### src/rtl/flag_cond_pkg.sv
// rtl/flag_cond_pkg.sv - shared types and helpers for the flag conditioner
package flag_cond_pkg;

  // Debounce FSM states; STABLE_x hold a settled level, QUAL_x count towards a change.
  typedef enum logic [1:0] {
    STABLE_LOW  = 2'd0,
    QUAL_HIGH   = 2'd1,
    STABLE_HIGH = 2'd2,
    QUAL_LOW    = 2'd3
  } state_t;

  // Width of a counter able to hold 0..debounce_cycles.
  function automatic int cnt_width(input int debounce_cycles);
    return (debounce_cycles < 1) ? 1 : $clog2(debounce_cycles + 1);
  endfunction

endpackage

### src/rtl/sync_chain.sv
// rtl/sync_chain.sv - multi-flop synchroniser for an asynchronous level
module sync_chain #(
  parameter int STAGES = 2
) (
  input  logic clk_i,
  input  logic rst_ni,
  input  logic d_i,
  output logic q_o
);

  logic [STAGES-1:0] ff_q;

  // Plain shift chain; no logic between stages so metastability can resolve.
  always_ff @(posedge clk_i or negedge rst_ni) begin
    if (!rst_ni) begin
      ff_q <= '0;
    end else begin
      ff_q <= {ff_q[STAGES-2:0], d_i};
    end
  end

  assign q_o = ff_q[STAGES-1];

endmodule

### src/rtl/flag_conditioner.sv
// rtl/flag_conditioner.sv - synchronise, debounce and edge-detect a raw flag level
module flag_conditioner
  import flag_cond_pkg::*;
#(
  parameter int SYNC_STAGES     = 2,
  parameter int DEBOUNCE_CYCLES = 4,
  parameter int GLITCH_W        = 8
) (
  input  logic                clk,
  input  logic                reset,
  input  logic                raw_in,
  output logic                flag_out,
  output logic                rise_pulse,
  output logic                fall_pulse,
  output logic [GLITCH_W-1:0] glitch_cnt
);

  localparam int                  CW         = cnt_width(DEBOUNCE_CYCLES);
  localparam logic [CW-1:0]       CNT_LAST   = CW'(DEBOUNCE_CYCLES - 1);
  localparam logic [CW-1:0]       CNT_ONE    = CW'(1);
  localparam logic [GLITCH_W-1:0] GLITCH_MAX = '1;
  localparam bit                  SINGLE     = (DEBOUNCE_CYCLES == 1);

  logic                s;
  state_t              state_q;
  logic [CW-1:0]       cnt_q;
  logic                flag_q;
  logic                rise_q;
  logic                fall_q;
  logic [GLITCH_W-1:0] glitch_q;

  sync_chain #(
    .STAGES(SYNC_STAGES)
  ) u_sync (
    .clk_i (clk),
    .rst_ni(reset),
    .d_i   (raw_in),
    .q_o   (s)
  );

  // Debounce FSM: cnt_q holds how many consecutive differing samples have been seen;
  // the sample that would make it DEBOUNCE_CYCLES commits the new level instead.
  always_ff @(posedge clk or negedge reset) begin
    if (!reset) begin
      state_q  <= STABLE_LOW;
      cnt_q    <= '0;
      flag_q   <= 1'b0;
      rise_q   <= 1'b0;
      fall_q   <= 1'b0;
      glitch_q <= '0;
    end else begin
      rise_q <= 1'b0;
      fall_q <= 1'b0;
      unique case (state_q)
        STABLE_LOW: begin
          if (s) begin
            if (SINGLE) begin
              state_q <= STABLE_HIGH;
              flag_q  <= 1'b1;
              rise_q  <= 1'b1;
            end else begin
              state_q <= QUAL_HIGH;
              cnt_q   <= CNT_ONE;
            end
          end
        end
        QUAL_HIGH: begin
          if (s) begin
            if (cnt_q == CNT_LAST) begin
              state_q <= STABLE_HIGH;
              flag_q  <= 1'b1;
              rise_q  <= 1'b1;
              cnt_q   <= '0;
            end else begin
              cnt_q <= cnt_q + 1'b1;
            end
          end else begin
            state_q <= STABLE_LOW;
            cnt_q   <= '0;
            if (glitch_q != GLITCH_MAX) glitch_q <= glitch_q + 1'b1;
          end
        end
        STABLE_HIGH: begin
          if (!s) begin
            if (SINGLE) begin
              state_q <= STABLE_LOW;
              flag_q  <= 1'b0;
              fall_q  <= 1'b1;
            end else begin
              state_q <= QUAL_LOW;
              cnt_q   <= CNT_ONE;
            end
          end
        end
        QUAL_LOW: begin
          if (!s) begin
            if (cnt_q == CNT_LAST) begin
              state_q <= STABLE_LOW;
              flag_q  <= 1'b0;
              fall_q  <= 1'b1;
              cnt_q   <= '0;
            end else begin
              cnt_q <= cnt_q + 1'b1;
            end
          end else begin
            state_q <= STABLE_HIGH;
            cnt_q   <= '0;
            if (glitch_q != GLITCH_MAX) glitch_q <= glitch_q + 1'b1;
          end
        end
        default: begin
          state_q <= STABLE_LOW;
          cnt_q   <= '0;
        end
      endcase
    end
  end

  assign flag_out   = flag_q;
  assign rise_pulse = rise_q;
  assign fall_pulse = fall_q;
  assign glitch_cnt = glitch_q;

endmodule
### config.mk
export PLATFORM = sky130hd
export DESIGN_NAME = flag_conditioner
export DESIGN_NICKNAME = d
export VERILOG_FILES = /design/src/rtl/flag_cond_pkg.sv /design/src/rtl/sync_chain.sv /design/src/rtl/flag_conditioner.sv
export SDC_FILE = /design/constraint.sdc
export NUM_CORES = 1
export LEC_CHECK = 0
export BUFFER_PORTS_ARGS = -buffer_cell sky130_fd_sc_hd__buf_4
export CAP_MARGIN = 40
export CELL_PAD_IN_SITES_DETAIL_PLACEMENT = 2
export CELL_PAD_IN_SITES_GLOBAL_PLACEMENT = 2
export CORE_UTILIZATION = 37
export CTS_CLUSTER_DIAMETER = 100
export DETAILED_ROUTE_END_ITERATION = 10
export GPL_TIMING_DRIVEN = 0
export PLACE_DENSITY_LB_ADDON = 0.1
export SLEW_MARGIN = 20
export SYNTH_ARGS = -nofsm -noshare
export SYNTH_HDL_FRONTEND = slang
export SYNTH_SLANG_ARGS = --single-unit
### constraint.sdc
create_clock -name clk -period 2.17 [get_ports clk]
set_input_delay 0.217 -clock clk [delete_from_list [all_inputs] [get_ports clk]]
set_output_delay 0.217 -clock clk [all_outputs]
set_load 0.02 [all_outputs]
==> flow_summary.toml, run 1 <==
[sta]
setup_violations = 0
max_slew_margin_pct = 65.9
max_clock_freq_mhz = 632
fin_crit_sh_pct = 72.9
rsz0062_at_grt = "no"
setup_slack_ns = 0.588
hold_viol = 0
finalSetupTns_ns = 0
finalCriticalPeriod_ns = 1.58
clock_skew_ns = 0.00383
slew_violations = 0
tightest_slew_ns = 0.508

[logic_synthesis]
synth_edf_count = 0
syn_nets = 78
syn_avg_cell_area_sq_um = 11.2
yosys_most_used_dff = "dfrtp_1"
ys_ff_latch = 18
mappedNetlistArea_sq_um = 817
ys_types = 27
synthCells = 73
synth_top_area_cell = "dfrtp_1"
synth_area_leaders = "dfrtp_1, nand2_1, a21oi_1"
ys_warn_count = 0
synth_async_sr_flop_share_pct = 100
ys_seq_area_share_pct = 55.1
yosysTopAreaCellShare_pct = 55.1

[die]
rows = 16
core_sq_mm = 0.00202
initial_utilization_pct = 40.4
dieArea_sq_mm = 0.00240
fp.dieW_um = 49.0
pin_count = 14
die_h_um = 49.0

[placement]
port_buffers = 13
place.gp.congestion = 0.699
place_hpwl_mm = 1.31
pre_cts_slack_ns = 0.569

[pwr]
p_switching_mw = 0.516
power_leakage_nw = 0.473
power.density_mw_per_mm2 = 1280
seqPwrFrac_pct = 42.0
pwr-share-comb_pct = 41.3
clock_power_share_pct = 16.7
ir_drop_v = 0.000702
power.internal_mw = 0.760
swShare_pct = 40.5

[global_route]
grt_pass1_vias = 676
overflow = 0
antenna_found_initial = 0
grt_pass1_wl_mm = 3.33
grt_max_degree = 19
globalRouteTotalUtil_pct = 19.4

[run]
drv_cap = 0

[routing]
num_vias = 618
drc_errors = 0
drtPass1Iterations = 3
vias_per_cell = 5.24
detail-route-antenna-nets = 0
drt-wirelength-per-cell_um = 16.3
first_iter_violations = 2
drt_wl_total_mm = 1.92

[cts]
cts_sinks = 18
clk_pin_slew_ns = 0.11
cts_buffers = 3
cts_buffer_depth = 2
cts-resized-gates = 0
cts_max_level = 1
root_buffer = "clkbuf_4"
clock_latency_ns = 0.30
cts_tree = "built"

[final_layout]
drive_gt1_share_pct = 26.4
multi_input_area_sq_um = 353
syn_to_final_growth_pct = 21.7
num-fill-cells = 223
seqCellArea_sq_um = 450
antennaDiodeCount = 0
nets = 97

[setup_path]
path_max_fanout = 6
arrival_ns = 1.78
crit_path_end_kind = "flip-flop"
cp-start-kind = "flip-flop"
crit_required_ns = 2.36
critical_path_class = "reg2reg"

[worst_hold_path]
hold_class = "in2reg"
hp-start = "raw_in"

[outcome]
status = "completed"
[area by class of cell]
| cell class | instances | share of cell area (%) |
|---|---|---|
| sequential | 18 | 45.3 |
| timing repair buffer | 14 | 10.8 |
| tap | 27 | 3.40 |
| inverter | 1 | 0.377 |
| multi-input combinational | 52 | 35.5 |
| buffer | 2 | 1.01 |
| clock buffer | 4 | 3.65 |
[cell families (layout without fill, tap and decap cells)]
logic type / after synthesis / in the layout / share of synthesized area, %
buffers and inverters: 3 / 21 / 1.68
adders and majority gates: 2 / 2 / 3.06
muxes: 3 / 3 / 4.44
xor gates and xnor gates: 3 / 3 / 4.14
and+or+nand+nor: 29 / 29 / 20.7
DFF: 18 / 18 / 55.1
AOI/OAI and AO/OA: 15 / 15 / 10.9
[registers in the layout (all words and copies together) (netlist names), named ones only]
signal / flops
rise_pulse: 1
u_sync.ff_q: 2
state_q: 1
flag_out: 1
cnt_q: 3
glitch_cnt: 8
fall_pulse: 1
[synthesized netlist by cell type, types with 2 or more instances]
master,n
a31oi_1,2
o21ai_0,4
nand4_1,2
nand3_1,4
and3_1,2
nand2_1,7
and2_1,2
dfrtp_1,18
ha_1,2
nor2_1,4
a21oi_1,5
xnor2_1,2
nor3b_1,2
o21a_1,3
nor2b_1,2
[worst max-delay path, stage by stage (launching register included)]
cell	delay, ns
dfrtp_1	0.48
xnor2_1	0.48
nand3_2	0.20
mux2_4	0.32
[cell usage in the layout (no fill, tap or decap), types with 3 or more instances in the layout]
| master | count |
|---|---|
| o21ai_0 | 4 |
| o21a_1 | 3 |
| nor2_1 | 4 |
| clkbuf_4 | 3 |
| nand3_1 | 4 |
| a21oi_1 | 5 |
| nand2_1 | 7 |
| dfrtp_1 | 18 |
| buf_4 | 13 |
[layer usage]
metal	up-vias	wire, um	GRT usage, %
met1	313	885	24.4
met3	2	45	4.98
met5	-	0	0
met2	8	970	30.8
li1	295	-	-
met4	0	19	9.80
[stage by stage]
stage	hold slack, ns	cells	total power, mW	instance area [sq um]	util, %
floorplan	-0.0786	73	0.872	817	-
global placement	0.102	113	1.03	948	46.9
detailed placement	0.103	113	1.07	948	46.9
CTS	0.0165	118	1.29	995	49.2
global route	0.00340	118	1.37	995	49.2
finish	0.0241	118	1.28	995	49.2
[final timing paths]
kind | endpoint | slack, ns | depth (start not counted)
max reg2reg | glitch_cnt[1] | 0.59 | 3
max in group asynchronous | flag_out | 1.65 | 2
min | u_sync.ff_q[0] | 0.02 | 1
min reg2reg | u_sync.ff_q[1] | 0.37 | 0
max | glitch_cnt[1] | 0.59 | 3
min in group asynchronous | state_q[0] | 0.32 | 2
[power groups by stage]
| stage | Combinational (mW) | Clock [mW] | Sequential (mW) |
|---|---|---|---|
| final | 0.527 | 0.213 | 0.537 |
| after global routing | 0.583 | 0.234 | 0.555 |
| after CTS | 0.538 | 0.219 | 0.536 |
| after detailed placement | 0.528 | 0 | 0.543 |
| after global placement | 0.496 | 0 | 0.537 |
| after floorplan | 0.283 | 0 | 0.589 |
[what timing repair did]
action,in CTS,in global routing
buffers inserted,0,0
endpoints found under the hold margin,18,0
hold buffers,1,0
Note: power is estimated with default switching activity, not from simulation.
==> run 2: changes to the inputs <==
--- a/config.mk
+++ b/config.mk
@@ -9,7 +9,7 @@
 export CAP_MARGIN = 40
 export CELL_PAD_IN_SITES_DETAIL_PLACEMENT = 2
 export CELL_PAD_IN_SITES_GLOBAL_PLACEMENT = 2
-export CORE_UTILIZATION = 37
+export CORE_UTILIZATION = 31
 export CTS_CLUSTER_DIAMETER = 100
 export DETAILED_ROUTE_END_ITERATION = 10
 export GPL_TIMING_DRIVEN = 0
==> constraint.sdc (replaced) <==
create_clock -name clk -period 1.31 [get_ports clk]
set_input_delay 0.131 -clock clk [delete_from_list [all_inputs] [get_ports clk]]
set_output_delay 0.131 -clock clk [all_outputs]
set_load 0.02 [all_outputs]
==> flow_summary.toml, run 2 (synthesis gave the netlist of run 1 again) <==
[sta]
hold_viol = 0
slew_violations = 0
setup_violations = 2
rsz0062_at_grt = "yes"
finalCriticalPeriod_ns = 1.37
setup_slack_ns = -0.0650
max_clock_freq_mhz = 727
tightest_slew_ns = 0.253
max_slew_margin_pct = 83.1
fin_crit_sh_pct = 105
clock_skew_ns = 0.00850

[die]
core_sq_mm = 0.00248
fp.dieW_um = 53.3
initial_utilization_pct = 33.0
dieArea_sq_mm = 0.00285
pin_count = 14
rows = 18
die_h_um = 53.3

[cts]
root_buffer = "clkbuf_4"
clk_pin_slew_ns = 0.12
cts_max_level = 1
cts_buffers = 3
cts_sinks = 18
cts_buffer_depth = 2
cts_tree = "built"
clock_latency_ns = 0.31

[final_layout]
syn_to_final_growth_pct = 52.2
num-fill-cells = 250
final_common_cell = "buf_4"
seqCellArea_sq_um = 463
drive_gt1_share_pct = 58.9
largest_reg_flops = 8
final_area_sq_mm = 0.00124
nets = 113
antennaDiodeCount = 0
final_cell_count_no_fill = 137
final_cell_mix = "buf_4, dfrtp_2, dfrtp_1"
multi_input_area_sq_um = 458

[outcome]
violations = "setup timing"
status = "complete, but fails checks"

[global_route]
antenna_found_initial = 0
grt_max_degree = 19
overflow = 0
grt_pass1_vias = 639
globalRouteTotalUtil_pct = 17.8
grt_pass1_wl_mm = 3.42

[routing]
vias_per_cell = 4.97
drc_errors = 0
drt-wirelength-per-cell_um = 17.6
num_vias = 681
first_iter_violations = 2
drtPass1Iterations = 4
detail-route-antenna-nets = 0
drt_wl_total_mm = 2.41

[setup_path]
critical_path.max_stage_delay_ns = 0.50
crit_path_end_kind = "flip-flop"
r2r-start = "u_sync.ff_q[1]"
path_max_fanout = 3
crit_family = "flip-flops"
r2r_cells = 4
cp-start-kind = "flip-flop"
crit_chain = "xor2_4, nor2_4, nand4_4, mux2_4"
crit_buf_inv = 0
reg2reg_slack_ns = -0.06
arrival_ns = 1.58
crit_required_ns = 1.51
cp_slowest_cell = "dfrtp_2"
rr_endpoint = "glitch_cnt[7]"
critical_path_class = "reg2reg"

[placement]
place_hpwl_mm = 1.28
dp.cells = 116
placed_area_sq_um = 988
place.gp.congestion = 0.647
port_buffers = 13

[pwr]
power_leakage_nw = 0.552
power_mw = 2.55
ir_drop_v = 0.00108
power.density_mw_per_mm2 = 2050

[run]
drv_cap = 0

[worst_hold_path]
hold_class = "in2async"
run 2: worst max-delay path by stage:
stage | cells after the start | slack [ns] | startpoint | endpoint
after CTS | 4 | -0.09 | flip-flop | glitch_cnt[7]
after global placement | 3 | -0.24 | flip-flop | glitch_cnt[1]
final | 4 | -0.06 | u_sync.ff_q[1] | glitch_cnt[7]
after detailed placement | 3 | -0.25 | flip-flop | glitch_cnt[1]
after global routing | 4 | -0.1 | u_sync.ff_q[1] | glitch_cnt[7]
after floorplan | 5 | -0.07 | glitch_cnt[4] | glitch_cnt[1]
run 2: final cells by class:
type,instances,share of cell area (%)
multi-input cells,52,36.8
clock buffers,4,2.92
flip-flops and latches,18,37.2
plain buffers,1,0.604
inverters,1,0.302
repair buffers,31,19.1
well taps,30,3.02
run 2: repair_timing:
action / CTS / global route
pin swaps: 6 / 8
endpoints found under the setup margin: 9 / 7
resized for setup: 8 / 14
hold endpoints to repair: 19 / 0
hold buffers: 2 / 0
setup buffers: 8 / 8
run 2: metrics by stage:
stage,util (%),TNS (ns),setup WS [ns],hold slack [ns]
2_1_floorplan,-,-0.0828,-0.0660,-0.165
3_3_place_gp,39.9,-0.495,-0.242,0.0206
3_5_place_dp,39.9,-0.741,-0.247,0.0203
4_1_cts,46.2,-0.280,-0.0859,0.228
5_1_grt,50.2,-0.256,-0.0985,0.231
6_report,50.2,-0.0996,-0.0650,0.217
run 2: metal layers:
metal,vias to the layer above,wire (um),global-route usage [%]
met5,-,0,0
met4,0,56,7.89
met2,11,1140,25.2
li1,325,-,-
met3,6,47,3.45
met1,339,1170,25.8
run 2: power by group:
group | internal (mW) | total (mW) | leakage (nW) | switching [mW]
sequential | 0.729 | 0.927 | 0.212 | 0.198
combinational | 0.625 | 1.26 | 0.319 | 0.634
clock | 0.170 | 0.360 | 0.0210 | 0.191
==> run 3: changes to the inputs <==
==> constraint.sdc (replaced) <==
create_clock -name clk -period 1.31 [get_ports clk]
set_input_delay 0.262 -clock clk [delete_from_list [all_inputs] [get_ports clk]]
set_output_delay 0.262 -clock clk [all_outputs]
set_load 0.02 [all_outputs]
==> flow_summary.toml, run 3 (synthesis gave the netlist of run 1 again) <==
[setup_path]
r2r_cells = 4
critical_path_class = "reg2reg"
rr_endpoint = "glitch_cnt[7]"
arrival_ns = 1.58
path_max_fanout = 3
crit_required_ns = 1.51
reg2reg_slack_ns = -0.07
crit_path_end_kind = "flip-flop"
r2r-start = "u_sync.ff_q[1]"
cp-start-kind = "flip-flop"
crit_start = "u_sync.ff_q[1]"

[pwr]
power_leakage_nw = 0.553
ir_drop_v = 0.00109
power.density_mw_per_mm2 = 2060
power_mw = 2.59

[routing]
drt-wirelength-per-cell_um = 18.0
wl_met1_mm = 1.15
wl_met2_mm = 1.19
detail-route-antenna-nets = 0
first_iter_violations = 1
highest-signal-layer = "met4"
drtPass1Iterations = 3
drc_errors = 0
num_vias = 682
vias_per_cell = 5.01
drt_wl_total_mm = 2.45
wl_met3_um = 52

[cts]
cts_buffers = 3
cts_max_level = 1
clk_pin_slew_ns = 0.12
cts_sinks = 18
cts_buffer_depth = 2
root_buffer = "clkbuf_4"
clock_latency_ns = 0.31
cts_tree = "built"

[die]
die_h_um = 53.3
fp.dieW_um = 53.3
initial_utilization_pct = 33.0
dieArea_sq_mm = 0.00285
core_sq_mm = 0.00248
rows = 18
pin_count = 14

[placement]
pre_cts_slack_ns = -0.247
place_hpwl_mm = 1.28
placed_area_sq_um = 988
dp.cells = 116
place.gp.congestion = 0.647
port_buffers = 13

[sta]
setup_violations = 3
tightest_slew_ns = 0.253
fin_crit_sh_pct = 105
max_clock_freq_mhz = 727
finalSetupTns_ns = -0.108
clock_skew_ns = 0.00813
finalCriticalPeriod_ns = 1.38
hold_viol = 0
hold_ws_ns = 0.0606
max_slew_margin_pct = 83.1
slew_violations = 0
rsz0062_at_grt = "yes"
setup_slack_ns = -0.0661

[run]
drv_cap = 0

[final_layout]
largest_reg_flops = 8
final_common_cell = "buf_4"
drive_gt1_share_pct = 59.4
antennaDiodeCount = 0
final_cell_count_no_fill = 136
final_cell_mix = "buf_4, dfrtp_2, dfrtp_1"
final_util_pct = 50.7
multi_input_area_sq_um = 458
num-fill-cells = 247
nets = 112
syn_to_final_growth_pct = 53.8
final_area_sq_mm = 0.00126
seqCellArea_sq_um = 463

[outcome]
status = "complete, but fails checks"
violations = "setup timing"

[global_route]
overflow = 0
antenna_found_initial = 0
grt_max_degree = 19
grt_pass1_vias = 639
grt_pass1_wl_mm = 3.42
globalRouteTotalUtil_pct = 17.8

[worst_hold_path]
hold-path-endpoint = "u_sync.ff_q[0]"
hp-start = "raw_in"
hold_path_depth = 1
hold_class = "in2reg"
## run 3: cell types whose count changed in the layout (fill, tap and decap cells not counted)
cell,change
buf_6,+6
dlygate4sd3_1,-1
buf_4,-6
## run 3: final cells by class
type | instances | area share, %
clock buffers | 4 | 2.89
multi-input cells | 52 | 36.5
inverters | 1 | 0.299
plain buffers | 1 | 0.598
flip-flops and latches | 18 | 36.9
repair buffers | 30 | 19.9
well taps | 30 | 2.99
## run 3: how the worst max path moves through the flow
stage,end,slack (ns)
after floorplan,glitch_cnt[1],-0.07
after global placement,glitch_cnt[1],-0.24
after detailed placement,glitch_cnt[1],-0.25
after CTS,glitch_cnt[7],-0.09
after global routing,glitch_cnt[7],-0.10
final,glitch_cnt[7],-0.07
## run 3: critical path, cell delays in order, from the launching register on
cell     delay [ns]
dfrtp_2        0.50
xor2_4         0.23
nor2_4         0.14
nand4_4        0.09
mux2_4         0.31
## run 3: timing repair
action | 4_1_cts | 5_1_grt
setup endpoints to repair | 9 | 8
cloned | 0 | 0
setup buffers | 8 | 8
hold buffers | 1 | 0
resized for setup | 8 | 20
pin swaps | 6 | 8
endpoints found under the hold margin | 18 | 0
## run 3: routing by layer
metal	up-vias	global-route usage, %
met5	-	0
met1	338	25.8
met2	11	25.2
li1	327	-
met4	0	7.89
met3	6	3.45
## run 3: where the power goes
group,leakage (nW),internal [mW],switching (mW),total [mW]
sequential,0.212,0.730,0.204,0.934
clock,0.0210,0.170,0.191,0.360
combinational,0.320,0.655,0.638,1.29
